<file path="config.mk">
export PLATFORM = sky130hd
export DESIGN_NAME = interrupt_controller
export DESIGN_NICKNAME = d
export VERILOG_FILES = /design/src/rtl/irq_pkg.sv /design/src/rtl/irq_priority_encoder.sv /design/src/rtl/interrupt_controller.sv
export SDC_FILE = /design/constraint.sdc
export NUM_CORES = 1
export LEC_CHECK = 0
export CELL_PAD_IN_SITES_DETAIL_PLACEMENT = 0
export CELL_PAD_IN_SITES_GLOBAL_PLACEMENT = 1
export CORE_UTILIZATION = 30
export CTS_BUF_LIST = sky130_fd_sc_hd__clkbuf_8 sky130_fd_sc_hd__clkbuf_16
export DETAILED_ROUTE_END_ITERATION = 8
export PLACE_DENSITY_LB_ADDON = 0.25
export SLEW_MARGIN = 40
export SYNTH_ARGS = -nofsm -noshare
export SYNTH_HDL_FRONTEND = slang
export SYNTH_SLANG_ARGS = --single-unit
</file>
<file path="constraint.sdc">
create_clock -name clock -period 1.7 [get_ports clock]
set_clock_uncertainty 0.15 [all_clocks]
set_input_delay 0.34 -clock clock [delete_from_list [all_inputs] [get_ports clock]]
set_output_delay 0.34 -clock clock [all_outputs]
set_load 0.01 [all_outputs]
</file>
<file path="src/rtl/irq_pkg.sv">
// Shared encodings for the interrupt controller: FSM states, config register
// addresses and the hazard-unit state that signals interrupt acceptance.
package irq_pkg;

  typedef enum logic [1:0] {
    ST_IDLE    = 2'd0,
    ST_REQUEST = 2'd1,
    ST_SERVICE = 2'd2
  } irq_state_e;

  localparam logic [1:0] CFG_ADDR_ENABLE   = 2'd0;
  localparam logic [1:0] CFG_ADDR_PENDING  = 2'd1;
  localparam logic [1:0] CFG_ADDR_EDGE_SEL = 2'd2;
  localparam logic [1:0] CFG_ADDR_GLOBAL   = 2'd3;

  localparam logic [3:0] HCU_STATE_INTERRUPT = 4'h2;

endpackage

</file>
<file path="src/rtl/irq_priority_encoder.sv">
// Combinational fixed-priority encoder: lowest set request bit wins.
module irq_priority_encoder
  import irq_pkg::*;
#(
  parameter int unsigned N = 8
) (
  input  logic [N-1:0] req,
  output logic         valid,
  output logic [3:0]   index
);

  always_comb begin
    valid = 1'b0;
    index = '0;
    for (int unsigned i = 0; i < N; i++) begin
      if (req[i] && !valid) begin
        valid = 1'b1;
        index = 4'(i);
      end
    end
  end

endmodule

</file>
<file path="src/rtl/interrupt_controller.sv">
// Interrupt source block: edge/level capture into pending, masking, priority
// selection and a request/service handshake with the hazard control unit.
module interrupt_controller
  import irq_pkg::*;
#(
  parameter int unsigned N_IRQ         = 8,
  parameter logic [13:0] VECTOR_BASE   = 14'h0010,
  parameter int unsigned VECTOR_STRIDE = 4
) (
  input  logic             clock,
  input  logic             reset,
  input  logic [N_IRQ-1:0] irq_in,
  input  logic [3:0]       control_state,
  input  logic             iret,
  input  logic             cfg_we,
  input  logic [1:0]       cfg_addr,
  input  logic [N_IRQ-1:0] cfg_wdata,
  output logic [N_IRQ-1:0] cfg_rdata,
  output logic             interrupt,
  output logic [13:0]      interrupt_vector_address,
  output logic [3:0]       irq_active_id,
  output logic             in_service
);

  logic [N_IRQ-1:0] prev_q;
  logic [N_IRQ-1:0] pending_q, pending_d;
  logic [N_IRQ-1:0] enable_q;
  logic [N_IRQ-1:0] edge_sel_q;
  logic             global_q;

  irq_state_e       state_q;
  logic             interrupt_q;
  logic [13:0]      vector_q;
  logic [3:0]       id_q;
  logic             in_service_q;

  logic [N_IRQ-1:0] set_vec, clr_vec;
  logic             enc_valid, cand_valid;
  logic [3:0]       cand_idx;
  logic [13:0]      vec_calc;
  logic             accept;
  logic             active_live;

  irq_priority_encoder #(.N(N_IRQ)) u_prio (
    .req   (pending_q & enable_q),
    .valid (enc_valid),
    .index (cand_idx)
  );

  assign cand_valid = enc_valid & global_q;
  assign vec_calc   = VECTOR_BASE + 14'(cand_idx) * 14'(VECTOR_STRIDE);
  assign accept     = (state_q == ST_REQUEST) && (control_state == HCU_STATE_INTERRUPT);

  // Set terms are OR-ed after the clear mask so a new arrival always survives.
  always_comb begin
    set_vec = (edge_sel_q & irq_in & ~prev_q) | (~edge_sel_q & irq_in);
    clr_vec = '0;
    if (cfg_we && cfg_addr == CFG_ADDR_PENDING) clr_vec = cfg_wdata;
    for (int unsigned i = 0; i < N_IRQ; i++) begin
      if (accept && id_q == 4'(i)) clr_vec[i] = 1'b1;
    end
    pending_d = (pending_q & ~clr_vec) | set_vec;
  end

  always_comb begin
    active_live = 1'b0;
    for (int unsigned i = 0; i < N_IRQ; i++) begin
      if (id_q == 4'(i)) active_live = pending_q[i] & enable_q[i];
    end
    active_live = active_live & global_q;
  end

  always_ff @(posedge clock) begin
    if (reset) begin
      prev_q     <= '0;
      pending_q  <= '0;
      enable_q   <= '0;
      edge_sel_q <= '0;
      global_q   <= 1'b0;
    end else begin
      prev_q    <= irq_in;
      pending_q <= pending_d;
      if (cfg_we) begin
        case (cfg_addr)
          CFG_ADDR_ENABLE:   enable_q   <= cfg_wdata;
          CFG_ADDR_EDGE_SEL: edge_sel_q <= cfg_wdata;
          CFG_ADDR_GLOBAL:   global_q   <= cfg_wdata[0];
          default: ;
        endcase
      end
    end
  end

  // Id and vector are captured on entry to REQUEST and held until a new selection.
  always_ff @(posedge clock) begin
    if (reset) begin
      state_q      <= ST_IDLE;
      interrupt_q  <= 1'b0;
      vector_q     <= '0;
      id_q         <= '0;
      in_service_q <= 1'b0;
    end else begin
      case (state_q)
        ST_IDLE: begin
          if (cand_valid) begin
            state_q     <= ST_REQUEST;
            interrupt_q <= 1'b1;
            id_q        <= cand_idx;
            vector_q    <= vec_calc;
          end
        end
        ST_REQUEST: begin
          if (accept) begin
            state_q      <= ST_SERVICE;
            interrupt_q  <= 1'b0;
            in_service_q <= 1'b1;
          end else if (!active_live) begin
            state_q     <= ST_IDLE;
            interrupt_q <= 1'b0;
          end
        end
        ST_SERVICE: begin
          if (iret) begin
            state_q      <= ST_IDLE;
            in_service_q <= 1'b0;
          end
        end
        default: state_q <= ST_IDLE;
      endcase
    end
  end

  always_comb begin
    cfg_rdata = '0;
    case (cfg_addr)
      CFG_ADDR_ENABLE:   cfg_rdata = enable_q;
      CFG_ADDR_PENDING:  cfg_rdata = pending_q;
      CFG_ADDR_EDGE_SEL: cfg_rdata = edge_sel_q;
      default:           cfg_rdata[0] = global_q;
    endcase
  end

  assign interrupt                = interrupt_q;
  assign interrupt_vector_address = vector_q;
  assign irq_active_id            = id_q;
  assign in_service               = in_service_q;

endmodule

</file>
; Word level (Yosys, flattened, before mapping)
; Index checks and enable logic that the tools add are counted.
[classes]
add_sub_neg = 1
eq_ne = 17
n_mux = 46
bitwise_logic = 20
n_reduce_logical = 36
[op_table]
columns = operator, n
row1 = 8-bit bitwise AND, 5
row2 = 1-bit 2-to-1 mux, 30
row3 = 8-bit NOT, 3
row4 = 7-bit case mux with 3 select lines, 1
row5 = 1-bit logical AND, 17
row6 = "4-bit by 3-bit == test with 1-bit output, second input constant", 4
row7 = 8-bit OR, 2
row8 = "4-bit by 2-bit == test with 1-bit output, second input constant", 3
row9 = 2-bit 2-to-1 mux, 6
row10 = 3-bit 2-to-1 mux, 4
row11 = 1-bit bitwise AND, 10
row12 = 3-bit AND reduction, 3
row13 = 8-bit 2-to-1 mux, 1
row14 = 2-bit AND reduction, 4
row15 = "5-bit by 6-bit adder with 7-bit output, first input constant", 1
row16 = 1-bit logical NOT, 7
row17 = "2-bit == test, second input constant", 3
row18 = "2-bit != test, second input constant", 3
row19 = 2-bit case mux with 3 select lines, 1
row20 = "2-bit by 1-bit == test with 1-bit output, second input constant", 2
row21 = "4-bit by 1-bit == test with 1-bit output, second input constant", 1
row22 = 2-bit logical NOT, 2
row23 = 4-bit logical NOT, 1
row24 = 1-bit case mux with 2 select lines, 2
row25 = 3 further kinds, 4
[word_totals]
regBits = 55
inputBits = 26
elab_cells = 130

; Depth between registers and ports, before layout
; Gate-level depths: netlist (run 1).
[logic_depth]
word_depth = 26
mapped_depth = 5
depth_no_buf = 4

; Hierarchy
; Synthesis (run 1) repeated with hierarchy kept, for this count alone.
[hier_totals]
cells_unflattened = 274
area_unflattened_um2 = 2274.7
[modules_own_cells]
columns = module, n_inst, cells_each, area_each_um2, seq_area_each_um2
row1 = interrupt_controller, 1, 258, 2179.6, 880.8
row2 = irq_priority_encoder, 1, 16, 95.1, 0.0

; Worst setup path after synthesis (run 1)
; Ideal clock, no wire load.
[synth_path]
kind = register to register
startpoint = register id_q[2] (netlist: irq_active_id[2])
endpoint = register pending_q[4]
setup_time_ps = 117
arrival_ps = 1401
required_ps = 1433
path_slack_ps = 32
path_stages_with_launch = 5
n_path_buf = 1
path_cell_list = dfxtp_1 -> clkbuf_1 -> inv_1 -> or4_1 -> a22o_1
[synth_between]
elab_chain_cells = 6
[synth_rtl]
columns = element, line
row1 = start: declaration, interrupt_controller.sv:34  ; logic [3:0] id_q;
row2 = start signal: assignment, interrupt_controller.sv:108  ; id_q <= cand_idx;
row3 = 4-bit by 3-bit == test with 1-bit output, interrupt_controller.sv:60  ; if (accept && id_q == 4'(i)) clr_vec[i] = 1'b1;
row4 = 1-bit logical AND, interrupt_controller.sv:60
row5 = 1-bit 2-to-1 mux, interrupt_controller.sv:60
row6 = 8-bit NOT, interrupt_controller.sv:62  ; pending_d = (pending_q & ~clr_vec) | set_vec;
row7 = 8-bit bitwise AND, interrupt_controller.sv:62
row8 = 8-bit OR, interrupt_controller.sv:62
row9 = end signal: assignment, interrupt_controller.sv:82  ; pending_q <= pending_d;
row10 = end: declaration, interrupt_controller.sv:26  ; logic [N_IRQ-1:0] pending_q, pending_d;
; No other way between the ends.
; A chain may end at the register's enable or synchronous reset.

; Worst setup path after layout (run 1)
[layout_path]
startpoint = register edge_sel_q[0]
endpoint = output cfg_rdata[0]
[layout_between]
elab_chain_cells = 1
[layout_rtl]
columns = element, line
row1 = start: declaration, interrupt_controller.sv:28  ; logic [N_IRQ-1:0] edge_sel_q;
row2 = start signal: assignment, interrupt_controller.sv:86  ; CFG_ADDR_EDGE_SEL: edge_sel_q <= cfg_wdata;
row3 = 1-bit case mux with 3 select lines, interrupt_controller.sv:135  ; case (cfg_addr)
row4 = end: declaration, interrupt_controller.sv:18  ; output logic [N_IRQ-1:0] cfg_rdata,
; No other way between the ends.

==> results of run 1 <==
[worst max-delay path: cells and delay by family (launching register included)]
family,cells,cell delay (ps)
DFF,1,330
muxes,1,500
buffers and inverters,1,150
[report_power, final]
group / internal [mW] / switching (mW) / leakage [nW] / total (mW)
Combinational: 0.186 / 0.174 / 0.902 / 0.361
Sequential: 1.00 / 0.0244 / 0.340 / 1.03
Clock: 0.316 / 0.334 / 0.0485 / 0.650
[per-stage QoR]
step | hold WS [ps] | total power [mW] | setup slack, ps
after floorplan | 273 | 1.22 | 32.4
after global placement | 301 | 1.41 | -848
after detailed placement | 299 | 1.41 | -802
after CTS | 310 | 2.05 | -53.4
after global routing | 332 | 2.14 | -90.1
final | 307 | 2.04 | -56.8
[flip-flops by register name, indices dropped and copies added, names as in the netlist, 2 cells and up]
register	count
edge_sel_q	8
prev_q	8
enable_q	8
state_q	2
irq_active_id	3
pending_q	8
[per-layer routing]
layer | GRT usage | share of wire
met3 | 0.0354 | 0.036
met2 | 0.276 | 0.45
met5 | 0 | 0
met1 | 0.240 | 0.50
met4 | 0.0616 | 0.015
[worst paths after layout]
path / from / to / slack, ps / cells past startpoint
setup / recovery: edge_sel_q[0] / cfg_rdata[0] / -60 / 2
setup reg to reg: state_q[0] / pending_q[0] / 40 / 5
hold reg to reg: in_service / in_service / 310 / 2
hold / removal: in_service / in_service / 310 / 2
[synth_stat cells (6+ instances only)]
cell type / n
a22o_1: 6
inv_1: 7
dfxtp_1: 41
a21oi_1: 18
nand3_1: 17
nor2_1: 11
clkbuf_1: 7
nor2b_1: 10
mux2i_1: 16
buf_4: 14
o21ai_0: 12
nand2_1: 44
[layout by cell type (no fill, tap or decap), drive strengths merged, types with 11 or more instances in the layout]
cell | synthesis | routed
a21oi | 18 | 18
buf | 19 | 59
nand3 | 17 | 17
mux2i | 16 | 16
conb | 1 | 11
nor2b | 11 | 11
dfxtp | 41 | 41
nand2 | 44 | 44
o21ai | 13 | 13
nor2 | 12 | 12
clkdlybuf4s50 | 0 | 20
[timing repair]
item                                    4_1_cts  5_1_grt
gates resized for setup                      61       15
pin swaps                                     4        1
gates cloned                                  0        0
hold buffers                                  0        0
endpoints found under the setup margin       36       23
buffers inserted                              5        1
[final cells by class]
class	count	share of cell area
clock buffers	6	0.0281
clock inverters	1	0.00128
inverters	7	0.00894
multi-input cells	182	0.388
flip-flops and latches	41	0.283
well taps	77	0.0328
repair buffers	92	0.258
[cells by family (layout without fill, tap and decap cells)]
| logic type | Yosys count | count (layout) | synth area share |
|---|---|---|---|
| other | 1 | 11 | 0.00182 |
| DFF | 41 | 41 | 0.399 |
| and+or+nand+nor | 100 | 100 | 0.246 |
| AOI/OAI and AO/OA | 54 | 54 | 0.177 |
| muxes | 17 | 17 | 0.0889 |
| buffers and inverters | 33 | 106 | 0.0876 |
==> results.ini, run 1 <==
[timing]
hold_viol_final=0
finalWorstPathRequiredPeriod_ps=1760
rsz0062_at_grt=true
finalSetupViolCount=1
setup_slack_ps=-56.8
final.setup.tns_ps=-56.8
final_max_slew_viol_count=0
period_share=1.03
max_freq_ghz=0.569

[final_layout]
finish.utilization=0.453
instances_no_fill=406
fillers=647
multi_input_area_um2=1140
area_growth_pct=43.0
seq_area_um2=831
final_area_um2=2940
layout-drive-gt1-share=0.264
nets=355
num_antenna_cells=0

[critical_path]
crit_fanout=2
worstPathRequired_ps=1210
crit_slowest_cell=mux4_2
critPathKind=register to output port
crit_path_start_kind=register
cp-end-kind=output port
worstPathArrival_ps=1270
cpPeakStageDelay_ps=500
crit_chain=mux4_2 > buf_6

[yosys]
synth-seq-cells=41
synth_area_um2=2060
synth_top_area_frac=0.399
yosys.area.top_type=dfxtp_1
synthesis.area_per_instance_um2=8.36
yosysUniqueCellTypes=41
async_reset_ff_frac=0
ys_seq_area_frac=0.399
synthCells=246
synth_edf_count=0
synth_area_leaders=dfxtp_1 40%, nand2_1 8.0%, mux2i_1 7.8%, buf_4 5.1%, a21oi_1 4.4%
synthFlopType=dfxtp_1
yosysWarnings=0

[route]
drt_first_pass_iters=9
ant_nets=0
drt_iter0_markers=88
wirelength_mm=5.90
vias=1999
routedWlPerCell_um=14.5
viasPerCell=4.92
drc_errors=2

[clocking]
h-tree-depth=2
insertion_delay_ps=300
clk_pin_slew_worst_paths_ps=80
numClockSinks=41
root_buffer=clkbuf_8
clock_path_buffers=2
cts_buffers=5
cts_tree=yes

[place]
dp_hpwl_mm=4.42
numPortBuffers=42
place_inst=393
place_area_um2=2790
gp_congestion=0.808

[global_routing]
antenna_found_initial=0
gr-total-overflow=0
grt_first_pass_wirelength_mm=9.80
grt_max_degree=16
grt_pass1_vias=1996
gr-usage-all-layers=0.176

[outcome]
status=finished with violations
violations=design-rule violations, negative setup slack

[floorplanning]
start_util=0.317
fp.coreArea_um2=6490
chipWidth_um=84.8
die_h_um=84.8
rows=29
io_pins=54
dieArea_um2=7190

[pwr]
vdd_drop_max_uv=326
p_leak_nw=1.29
pwr_density_cell_nw_per_um2=693

[run]
maxCapViolCount=0

[hold_path]
hold_path.class=register to register

Note: power is estimated with default switching activity, not from simulation.
==> run 2: changes to the inputs <==
--- a/config.mk
+++ b/config.mk
@@ -10,6 +10,7 @@
 export CORE_UTILIZATION = 30
 export CTS_BUF_LIST = sky130_fd_sc_hd__clkbuf_8 sky130_fd_sc_hd__clkbuf_16
 export DETAILED_ROUTE_END_ITERATION = 8
+export HOLD_SLACK_MARGIN = 0.06
 export PLACE_DENSITY_LB_ADDON = 0.25
 export SLEW_MARGIN = 40
 export SYNTH_ARGS = -nofsm -noshare
==> results of run 2 <==
Final layout, timing and power as in run 1 (identical DEF).
==> run 3: changes to the inputs <==
--- a/config.mk
+++ b/config.mk
@@ -5,10 +5,12 @@
 export SDC_FILE = /design/constraint.sdc
 export NUM_CORES = 1
 export LEC_CHECK = 0
+export ABC_AREA = 1
 export CELL_PAD_IN_SITES_DETAIL_PLACEMENT = 0
 export CELL_PAD_IN_SITES_GLOBAL_PLACEMENT = 1
 export CORE_UTILIZATION = 30
 export CTS_BUF_LIST = sky130_fd_sc_hd__clkbuf_8 sky130_fd_sc_hd__clkbuf_16
+export CTS_CLUSTER_SIZE = 8
 export DETAILED_ROUTE_END_ITERATION = 8
 export HOLD_SLACK_MARGIN = 0.06
 export PLACE_DENSITY_LB_ADDON = 0.25
==> results.ini, run 3 <==
[final_layout]
final_area_um2=2770  ; was 2940 um2
multi_input_area_um2=987  ; was 1140 um2
area_growth_pct=35.9  ; was 43.0%
fillers=689  ; was 647
layout-drive-gt1-share=0.171  ; was 0.264
seq_area_um2=828  ; was 831 um2
finish.utilization=0.429  ; was 0.453
final_cell_mix=59 x nand2_1, 39 x dfxtp_1, 38 x nor2_1  ; was 46 x buf_4, 44 x nand2_1, 35 x dfxtp_1
mostFrequentLayoutCell=nand2_1  ; was buf_4
instances_no_fill=433  ; was 406
num_antenna_cells=0  ; unchanged
nets=381  ; was 355

[timing]
setup_slack_ps=53.0  ; was -56.8 ps
rsz0062_at_grt=false  ; was true
finalWorstPathRequiredPeriod_ps=1650  ; was 1760 ps
whs_ps=316  ; was 307 ps
period_share=0.969  ; was 1.03
max_freq_ghz=0.607  ; was 0.569 GHz
final_max_slew_viol_count=0  ; unchanged
final.setup.tns_ps=0  ; was -56.8 ps
hold_viol_final=0  ; unchanged
finalSetupViolCount=0  ; was 1

[yosys]
ys_seq_area_frac=0.403  ; was 0.399
synthFlopType=dfxtp_1  ; unchanged
yosysWarnings=0  ; unchanged
yosysUniqueCellTypes=27  ; was 41
synth-seq-cells=41  ; unchanged
synthCells=294  ; was 246
yosys.area.top_type=dfxtp_1  ; unchanged
synth_edf_count=0  ; unchanged
synth_area_leaders=dfxtp_1 40%, nand2_1 11%, nor2_1 7.2%, nand3_1 6.1%, a21oi_1 5.9%  ; was dfxtp_1 40%, nand2_1 8.0%, mux2i_1 7.8%, buf_4 5.1%, a21oi_1 4.4%
synthTopCellsByCount=60 x nand2_1, 41 x dfxtp_1, 39 x nor2_1, 32 x inv_1, 25 x nand3_1  ; was 44 x nand2_1, 41 x dfxtp_1, 18 x a21oi_1, 17 x nand3_1, 16 x mux2i_1
synth_top_area_frac=0.403  ; was 0.399
async_reset_ff_frac=0  ; unchanged
synth_area_um2=2040  ; was 2060 um2
synthesis.area_per_instance_um2=6.93  ; was 8.36 um2
yosysMostFrequentCell=nand2_1  ; unchanged

[route]
drt_iter0_markers=86  ; was 88
vias=2018  ; was 1,999
drt_first_pass_iters=7  ; was 9
routedWlPerCell_um=12.4  ; was 14.5 um
wirelength_mm=5.36  ; was 5.90 mm
viasPerCell=4.66  ; was 4.92
drc_errors=6  ; was 2
ant_nets=0  ; unchanged

[outcome]
violations=design-rule violations  ; was design-rule violations, negative setup slack
status=finished with violations  ; unchanged

[hold_path]
hold_path.class=register to register  ; unchanged

[global_routing]
grt_max_degree=21  ; was 16
antenna_found_initial=0  ; unchanged
grt_pass1_vias=1918  ; was 1,996
grt_first_pass_wirelength_mm=9.11  ; was 9.80 mm
gr-usage-all-layers=0.162  ; was 0.176
gr-total-overflow=0  ; unchanged

[place]
place_inst=422  ; was 393
place_area_um2=2650  ; was 2790 um2
post-place-ws_ps=-734  ; was -802 ps
dp_hpwl_mm=4.10  ; was 4.42 mm
numPortBuffers=42  ; unchanged
gp_congestion=0.842  ; was 0.808

[critical_path]
crit_slowest_cell=clkdlybuf4s50_1  ; was mux4_2
critPathKind=register to output port  ; unchanged
crit_fanout=2  ; unchanged
worstPathRequired_ps=1210  ; about the same
cpPeakStageDelay_ps=540  ; was 500 ps
crit_path_start_kind=register  ; unchanged
path_buf_inv=1  ; unchanged
worstPathArrival_ps=1160  ; was 1270 ps
cp-end-kind=output port  ; unchanged
path_delay_family=buffers and inverters  ; was multiplexers
crit_chain=clkdlybuf4s50_1  ; was mux4_2 > buf_6

[floorplanning]
io_pins=54  ; unchanged
fp.coreArea_um2=6460  ; was 6490 um2
start_util=0.315  ; was 0.317
chipWidth_um=84.4  ; was 84.8 um
die_h_um=84.4  ; was 84.8 um
rows=29  ; unchanged
dieArea_um2=7120  ; was 7190 um2

[clocking]
clk_pin_slew_worst_paths_ps=80  ; about the same
ctsHoldBuffers=0  ; unchanged
root_buffer=clkbuf_8  ; unchanged
clock_path_buffers=2  ; unchanged
insertion_delay_ps=290  ; was 300 ps
cts_buffers=5  ; unchanged
h-tree-depth=2  ; unchanged
cts_tree=yes  ; unchanged
numClockSinks=41  ; unchanged

[pwr]
power_switching_mw=0.552  ; was 0.532 mW
clkPwrFrac=0.401  ; was 0.319
seq_power_share=0.452  ; was 0.504
vdd_drop_max_uv=303  ; was 326 uV
p_comb_frac=0.147  ; was 0.177
p_leak_nw=1.27  ; was 1.29 nW
pwr_density_cell_nw_per_um2=833  ; was 693 nW/um2
total_power_mw=2.31  ; was 2.04 mW
p_sw_frac=0.239  ; was 0.261
power.internal_mw=1.76  ; was 1.51 mW

[run]
maxCapViolCount=0  ; unchanged

[run 3: cell count changes after synthesis, sizes merged, moves of 10 or more]
cell	change
nand3	+10
inv	+29
nor2	+32
mux2i	-16
nor2b	-11
nand2	+17
[run 3: final timing paths]
kind / start / end / slack [ps] / cells after the start
hold reg to reg: edge_sel_q[0] / edge_sel_q[0] / 320 / 2
setup / recovery: in_service / in_service / 50 / 1
hold / removal: edge_sel_q[0] / edge_sel_q[0] / 320 / 2
setup reg to reg: pending_q[1] / interrupt / 150 / 10
[run 3: cell type report]
type	count	area share
flip-flops and latches	41	0.299
repair buffers	64	0.212
well taps	77	0.0348
clock inverters	3	0.0235
inverters	36	0.0488
multi-input cells	207	0.357
clock buffers	5	0.0249
[run 3: logic make-up after synthesis]
group	Yosys count	share of synthesized area
compound gates	56	0.152
buf+inv	56	0.133
flops	41	0.403
other cells	1	0.00184
simple gates	140	0.310
[run 3: layer usage]
metal | up-vias | routed length, um | global-route usage
li1 | 1056 | - | -
met1 | 916 | 2680 | 0.213
met2 | 44 | 2490 | 0.273
met3 | 2 | 151 | 0.0285
met4 | 0 | 41 | 0.0508
met5 | - | 0 | 0
[run 3: repair_timing]
action                     in CTS  in global routing
pin swaps                       4                  2
gates cloned                    0                  0
gates resized for setup        52                  4
setup buffers                   3                  0
setup endpoints to repair      14                  9
[run 3: power groups by stage]
stage	Sequential, mW	Clock [mW]	Combinational, mW
final	1.04	0.925	0.339
after global routing	1.05	0.990	0.375
after CTS	1.04	0.952	0.341
after detailed placement	1.07	0	0.350
after global placement	1.07	0	0.348
after floorplan	1.06	0	0.180
